===== config.mk =====
export PLATFORM = sky130hd
export DESIGN_NAME = seq_divider
export DESIGN_NICKNAME = d
export VERILOG_FILES = /design/src/rtl/seq_divider.sv
export SDC_FILE = /design/constraint.sdc
export NUM_CORES = 1
export LEC_CHECK = 0
export ABC_AREA = 1
export CAP_MARGIN = 20
export CORE_AREA = 2 2 53 55
export DETAILED_ROUTE_END_ITERATION = 8
export DIE_AREA = 0 0 55 57
export GPL_ROUTABILITY_DRIVEN = 0
export PLACE_DENSITY = 0.72
export RECOVER_POWER = 100
export SLEW_MARGIN = 10
export SYNTH_ARGS = -nofsm -noshare
export SYNTH_HDL_FRONTEND = slang
export SYNTH_SLANG_ARGS = --single-unit

===== constraint.sdc =====
create_clock -name clk -period 3.41 [get_ports clk]
set_input_delay 0.8525 -clock clk [delete_from_list [all_inputs] [get_ports clk]]
set_output_delay 0.8525 -clock clk [all_outputs]
set_load 0.05 [all_outputs]

===== src/rtl/seq_divider.sv =====
// Unsigned restoring divider, one quotient bit per clock. Optional macro: DIV_ZERO_FLAG_EN (dz flag, d=0 short-cut).
// Latency: WIDTH+1 cycles from the start cycle to done (1 cycle for d=0 when DIV_ZERO_FLAG_EN is defined).
// Backpressure: none; start is sampled only in IDLE and ignored while busy or done, with no queueing.
module seq_divider #(
    parameter int WIDTH = 4
) (
    input  logic             clk,
    input  logic             rst,
    input  logic             start,
    input  logic [WIDTH-1:0] n,
    input  logic [WIDTH-1:0] d,
    output logic [WIDTH-1:0] quo,
    output logic [WIDTH-1:0] rem,
    output logic             busy,
    output logic             done
`ifdef DIV_ZERO_FLAG_EN
    ,
    output logic             dz
`endif
);

    localparam int CW = $clog2(WIDTH + 1);

    typedef enum logic [1:0] {S_IDLE, S_RUN, S_DONE} state_t;

    state_t           state, state_nxt;
    logic [WIDTH-1:0] wq;
    logic [WIDTH-1:0] dv;
    logic [WIDTH-1:0] pr;
    logic [CW-1:0]    cnt;
    logic [WIDTH:0]   pr_sh;
    logic [WIDTH:0]   trial;
    logic [WIDTH-1:0] pr_nxt;
    logic [WIDTH-1:0] wq_nxt;
    logic             last;

    // The partial remainder always stays below the divisor, so only the
    // shifted value and the trial subtraction need the extra sign bit.
    assign pr_sh  = {pr, wq[WIDTH-1]};
    assign trial  = pr_sh - {1'b0, dv};
    assign pr_nxt = trial[WIDTH] ? pr_sh[WIDTH-1:0] : trial[WIDTH-1:0];
    assign wq_nxt = {wq[WIDTH-2:0], ~trial[WIDTH]};
    assign last   = (cnt == CW'(1));

    always_ff @(posedge clk or posedge rst) begin
        if (rst) begin
            state <= S_IDLE;
        end else begin
            state <= state_nxt;
        end
    end

    always_comb begin
        state_nxt = state;
        case (state)
            S_IDLE: begin
                if (start) begin
`ifdef DIV_ZERO_FLAG_EN
                    state_nxt = (d == '0) ? S_DONE : S_RUN;
`else
                    state_nxt = S_RUN;
`endif
                end
            end
            S_RUN:   if (last) state_nxt = S_DONE;
            S_DONE:  state_nxt = S_IDLE;
            default: state_nxt = S_IDLE;
        endcase
    end

    always_comb begin
        busy = (state == S_RUN);
        done = (state == S_DONE);
    end

    always_ff @(posedge clk or posedge rst) begin
        if (rst) begin
            wq  <= '0;
            dv  <= '0;
            pr  <= '0;
            cnt <= '0;
            quo <= '0;
            rem <= '0;
`ifdef DIV_ZERO_FLAG_EN
            dz  <= 1'b0;
`endif
        end else begin
            case (state)
                S_IDLE: begin
                    if (start) begin
                        wq  <= n;
                        dv  <= d;
                        pr  <= '0;
                        cnt <= CW'(WIDTH);
`ifdef DIV_ZERO_FLAG_EN
                        dz  <= (d == '0);
                        if (d == '0) begin
                            quo <= '1;
                            rem <= n;
                        end
`endif
                    end
                end
                S_RUN: begin
                    wq  <= wq_nxt;
                    pr  <= pr_nxt;
                    cnt <= cnt - CW'(1);
                    if (last) begin
                        quo <= wq_nxt;
                        rem <= pr_nxt;
                    end
                end
                default: begin
                end
            endcase
        end
    end

endmodule


After elaboration in Yosys (flattened, before gate mapping)
Cells that the tools add are included.

word-level totals
  input bits = 11
  word-level logic and storage cells = 31
  output and inout port bits = 10
  flip-flop bits (word level) = 25

cells by class
  reduce and logical (&&, ||, !) cells = 6
  add/sub/neg operators = 2
  equal/unequal tests = 5
  bitwise gates (word level) = 1
  mux-type cells = 10

operators with widths
  operator                                                             number
  4-bit case mux with 2 select lines                                   2
  4-bit 2-to-1 mux                                                     3
  2-bit AND reduction                                                  4
  3-bit case mux with 2 select lines                                   1
  5-bit by 4-bit subtractor with 5-bit output                          1
  2-bit 2-to-1 mux                                                     2
  2-bit case mux with 2 select lines                                   1
  3-bit by 1-bit == test with 1-bit output (second input constant)     1
  3-bit 2-to-1 mux                                                     1
  3-bit by 1-bit subtractor with 3-bit output (second input constant)  1
  2-bit by 1-bit == test with 1-bit output (second input constant)     1
  2-bit == test (second input constant)                                1
  2-bit logical NOT                                                    1
  2-bit by 1-bit != test with 1-bit output (second input constant)     1
  2-bit != test (second input constant)                                1
  2-bit nonzero test                                                   1
  1-bit NOT                                                            1

Longest topological paths before layout
  depth in word-level cells = 3
  depth in mapped cells = 13
  gate-level depth less buffers = 13

Worst setup path before layout
Ideal clock, no wire load.

  path type = register -> output
  from = register state[0]
  to = output port done
  slack = 1.509 ns
  arrival = 1.049 ns
  data required time = 2.558 ns
  cell stages (with the launch flop) = 2
  path buffers = 0
  cell sequence = dfrtp_1 -> nor2_1

between the ends
  longest elaborated chain between the ends = 1

ends and longest elaborated chain
  element                   RTL line  source
  start: declaration        26        state_t state, state_nxt;
  start signal: assignment  49        state <= state_nxt;
  2-bit == test             73        done = (state == S_DONE);
  end: declaration          15        output logic done

Every way passes these cells.

Worst setup path after layout
  from = register state[1]
  to = output port busy

between the ends
  longest elaborated chain between the ends = 1

ends and longest elaborated chain
  element                                   RTL line  source
  2-bit by 1-bit == test with 1-bit output  72        busy = (state == S_RUN);
  end: declaration                          14        output logic busy,

Every way passes these cells.

==> metrics <==
antenna viol nets, final 0; hold endpoint rem[2]; Total GRT Usage 0.1855; Peak Freq 352.4 MHz; cts hold-fix bufs 0; Initial Utilization 0.4761; CTS Buf Count 3; Sink Count 25; IO Count 21; Clock Latency Late Sink 320 ps; Mean Syn Cell Area 8.956 um2; Fin Clk Skew 4.548 ps; Synth Area in Compound Gates 0.07739; simple-gate portion of the synthesized area 0.2533; mux share of post-synthesis cell area 0.009045; first-pass GRT wire length 4250 um; Post-Route WL 2426 um; nets 180; Root Buffer clkbuf_4; FF-to-FF Start wq[3]; commonest cells after routing, fill and taps aside 40 x nand2_1, 25 x dfrtp_1, 16 x inv_1, 12 x dlygate4sd3_1, 11 x nand3_1; RSZ-0062 raised after global routing false; largest net degree at the start of global routing 26; HPWL after DPL 1802 um; status complete, no violations; postcts setup bufs 0; fraction of layout cells with a size suffix above 1 0.06832; Setup WS pre-CTS 994.2 ps; Avg WL per Cell 12.64 um; flop2flop setup slack 1360 ps; hold path cells 2; crit path max fanout 8; synthesis warning total 0; Rel. slew slack 0.3654; register area share after synthesis 0.5025; ANT cells 0; Worst-Margin Slew 950.9 ps; Post-Syn Area 1245 um2; # rows 19; Post-Syn Nets 157; Seq cells post-synth 25; Die ar. 3135 um2; initial antenna violation count 0; startpoint types flip-flop; initial DRC count 19; total global routing overflow 0; CTS Buffer Depth 2; final worst path period need 2838 ps; Final Hold Viols 0; routed vias/inst 5.094; Worst Path Arrival 1990 ps; Detailed Routing Iterations Pass 1 4; worst setup path category flip-flop to primary output; FF-to-FF End rem[0]; # setup viols final 0; DRC Markers 0; CP Data Required Time 2560 ps; setup ws final 572.2 ps; Slew Limit Fails 0; number of global-route vias before repair 991; most common cell after layout, fill and taps aside nand2_1; setup_tns 0 ps; PortBufs 20; TritonCTS clock tree yes; Final Cycle Share 0.8322; Synth Area in XOR/XNOR 0.01407; die width 55 um; H-Tree Depth 1; Hold WC Path Type flip-flop to flip-flop; Max-cap violations 0; Syn Inst Count 139; main combinational cell family by area after synthesis simple AND/OR/NAND/NOR gates; Die H 57 um; Clock transition at path regs 140 ps; core footprint 2615 um2; post-cts repair resize count 0; area growth from synthesis to layout 18.49%; Synth Area in Adders 0.07638; crit end category primary output; post-synth cell types 24; cells on worst reg2reg path 12; routed vias 978; Hold Startpoint rem[2]
==> flip-flops by register name, indices dropped and copies added, names as in the netlist <==
name / count
quo: 4
dv: 4
rem: 4
state: 2
cnt: 3
wq: 4
pr: 4
==> per-layer routing <==
layer / track usage / share of wire / wire (um) / vias up
li1: - / - / - / 488
met1: 0.2622 / 0.47 / 1137 / 466
met2: 0.2823 / 0.48 / 1160 / 18
met3: 0.02356 / 0.032 / 77 / 6
met4: 0.08362 / 0.021 / 51 / 0
met5: 0 / 0 / 0 / -
==> cell families (layout without fill, tap and decap cells) <==
| group | count (synthesis) | in the layout |
|---|---|---|
| compound gates | 17 | 17 |
| simple gates | 67 | 67 |
| buf+inv | 20 | 42 |
| flops | 25 | 25 |
| fa+ha+maj | 7 | 7 |
| mux | 1 | 1 |
| xor+xnor | 2 | 2 |
==> worst max-delay path by stage <==
stage             start   end
2_1_floorplan  state[0]  done
3_3_place_gp   state[1]  busy
3_5_place_dp   state[1]  busy
4_1_cts        state[1]  busy
5_1_grt        state[1]  busy
6_report       state[1]  busy
==> Yosys cell counts <==
master / instances / share of area
nand2_1: 36 / 0.11
o211ai_1: 1 / 0.0060
xnor2_1: 2 / 0.014
dfrtp_1: 25 / 0.50
nand2_2: 6 / 0.030
buf_2: 1 / 0.0040
o22ai_1: 4 / 0.020
inv_2: 4 / 0.012
ha_1: 6 / 0.060
or2_4: 1 / 0.0070
nor2_1: 8 / 0.024
nand2_4: 1 / 0.0090
a22oi_1: 1 / 0.0060
buf_6: 1 / 0.0090
nand3b_1: 2 / 0.012
a21oi_1: 6 / 0.024
inv_1: 14 / 0.042
mux2_1: 1 / 0.0090
o21ai_1: 4 / 0.016
fa_1: 1 / 0.016
a31oi_1: 1 / 0.0050
nor2_4: 1 / 0.0090
nand3_1: 11 / 0.044
nand3b_2: 1 / 0.0090
==> layout make-up <==
class	count	area, um2
Inverter	18	67.56
Timing Repair Buffer	20	200.2
Tap cell	31	38.79
Sequential cell	25	625.6
Multi-Input combinational cell	94	513.0
Clock inverter	1	7.507
Clock buffer	3	22.52
Fill cell	256	1140
==> per-stage QoR <==
| step | hold WS, ps | cells | cell area, um2 | utilization |
|---|---|---|---|---|
| 6_report | 491.9 | 192 | 1475 | 0.5641 |
| 5_1_grt | 513.4 | 192 | 1475 | 0.5641 |
| 4_1_cts | 500.1 | 192 | 1498 | 0.5727 |
| 3_5_place_dp | 465.3 | 188 | 1468 | 0.5612 |
| 3_3_place_gp | 463.2 | 188 | 1468 | 0.5612 |
| 2_1_floorplan | 465.9 | 139 | 1245 | - |
==> critical path: stages, from the launching register on <==
cell and delay (ps):
dfrtp_1 410, inv_1 90, nand2_2 110, inv_2 150
dlygate4sd3_1 900
Power is not shown: default switching activity piles up to over one toggle a cycle in this logic, so the estimate is an artifact.
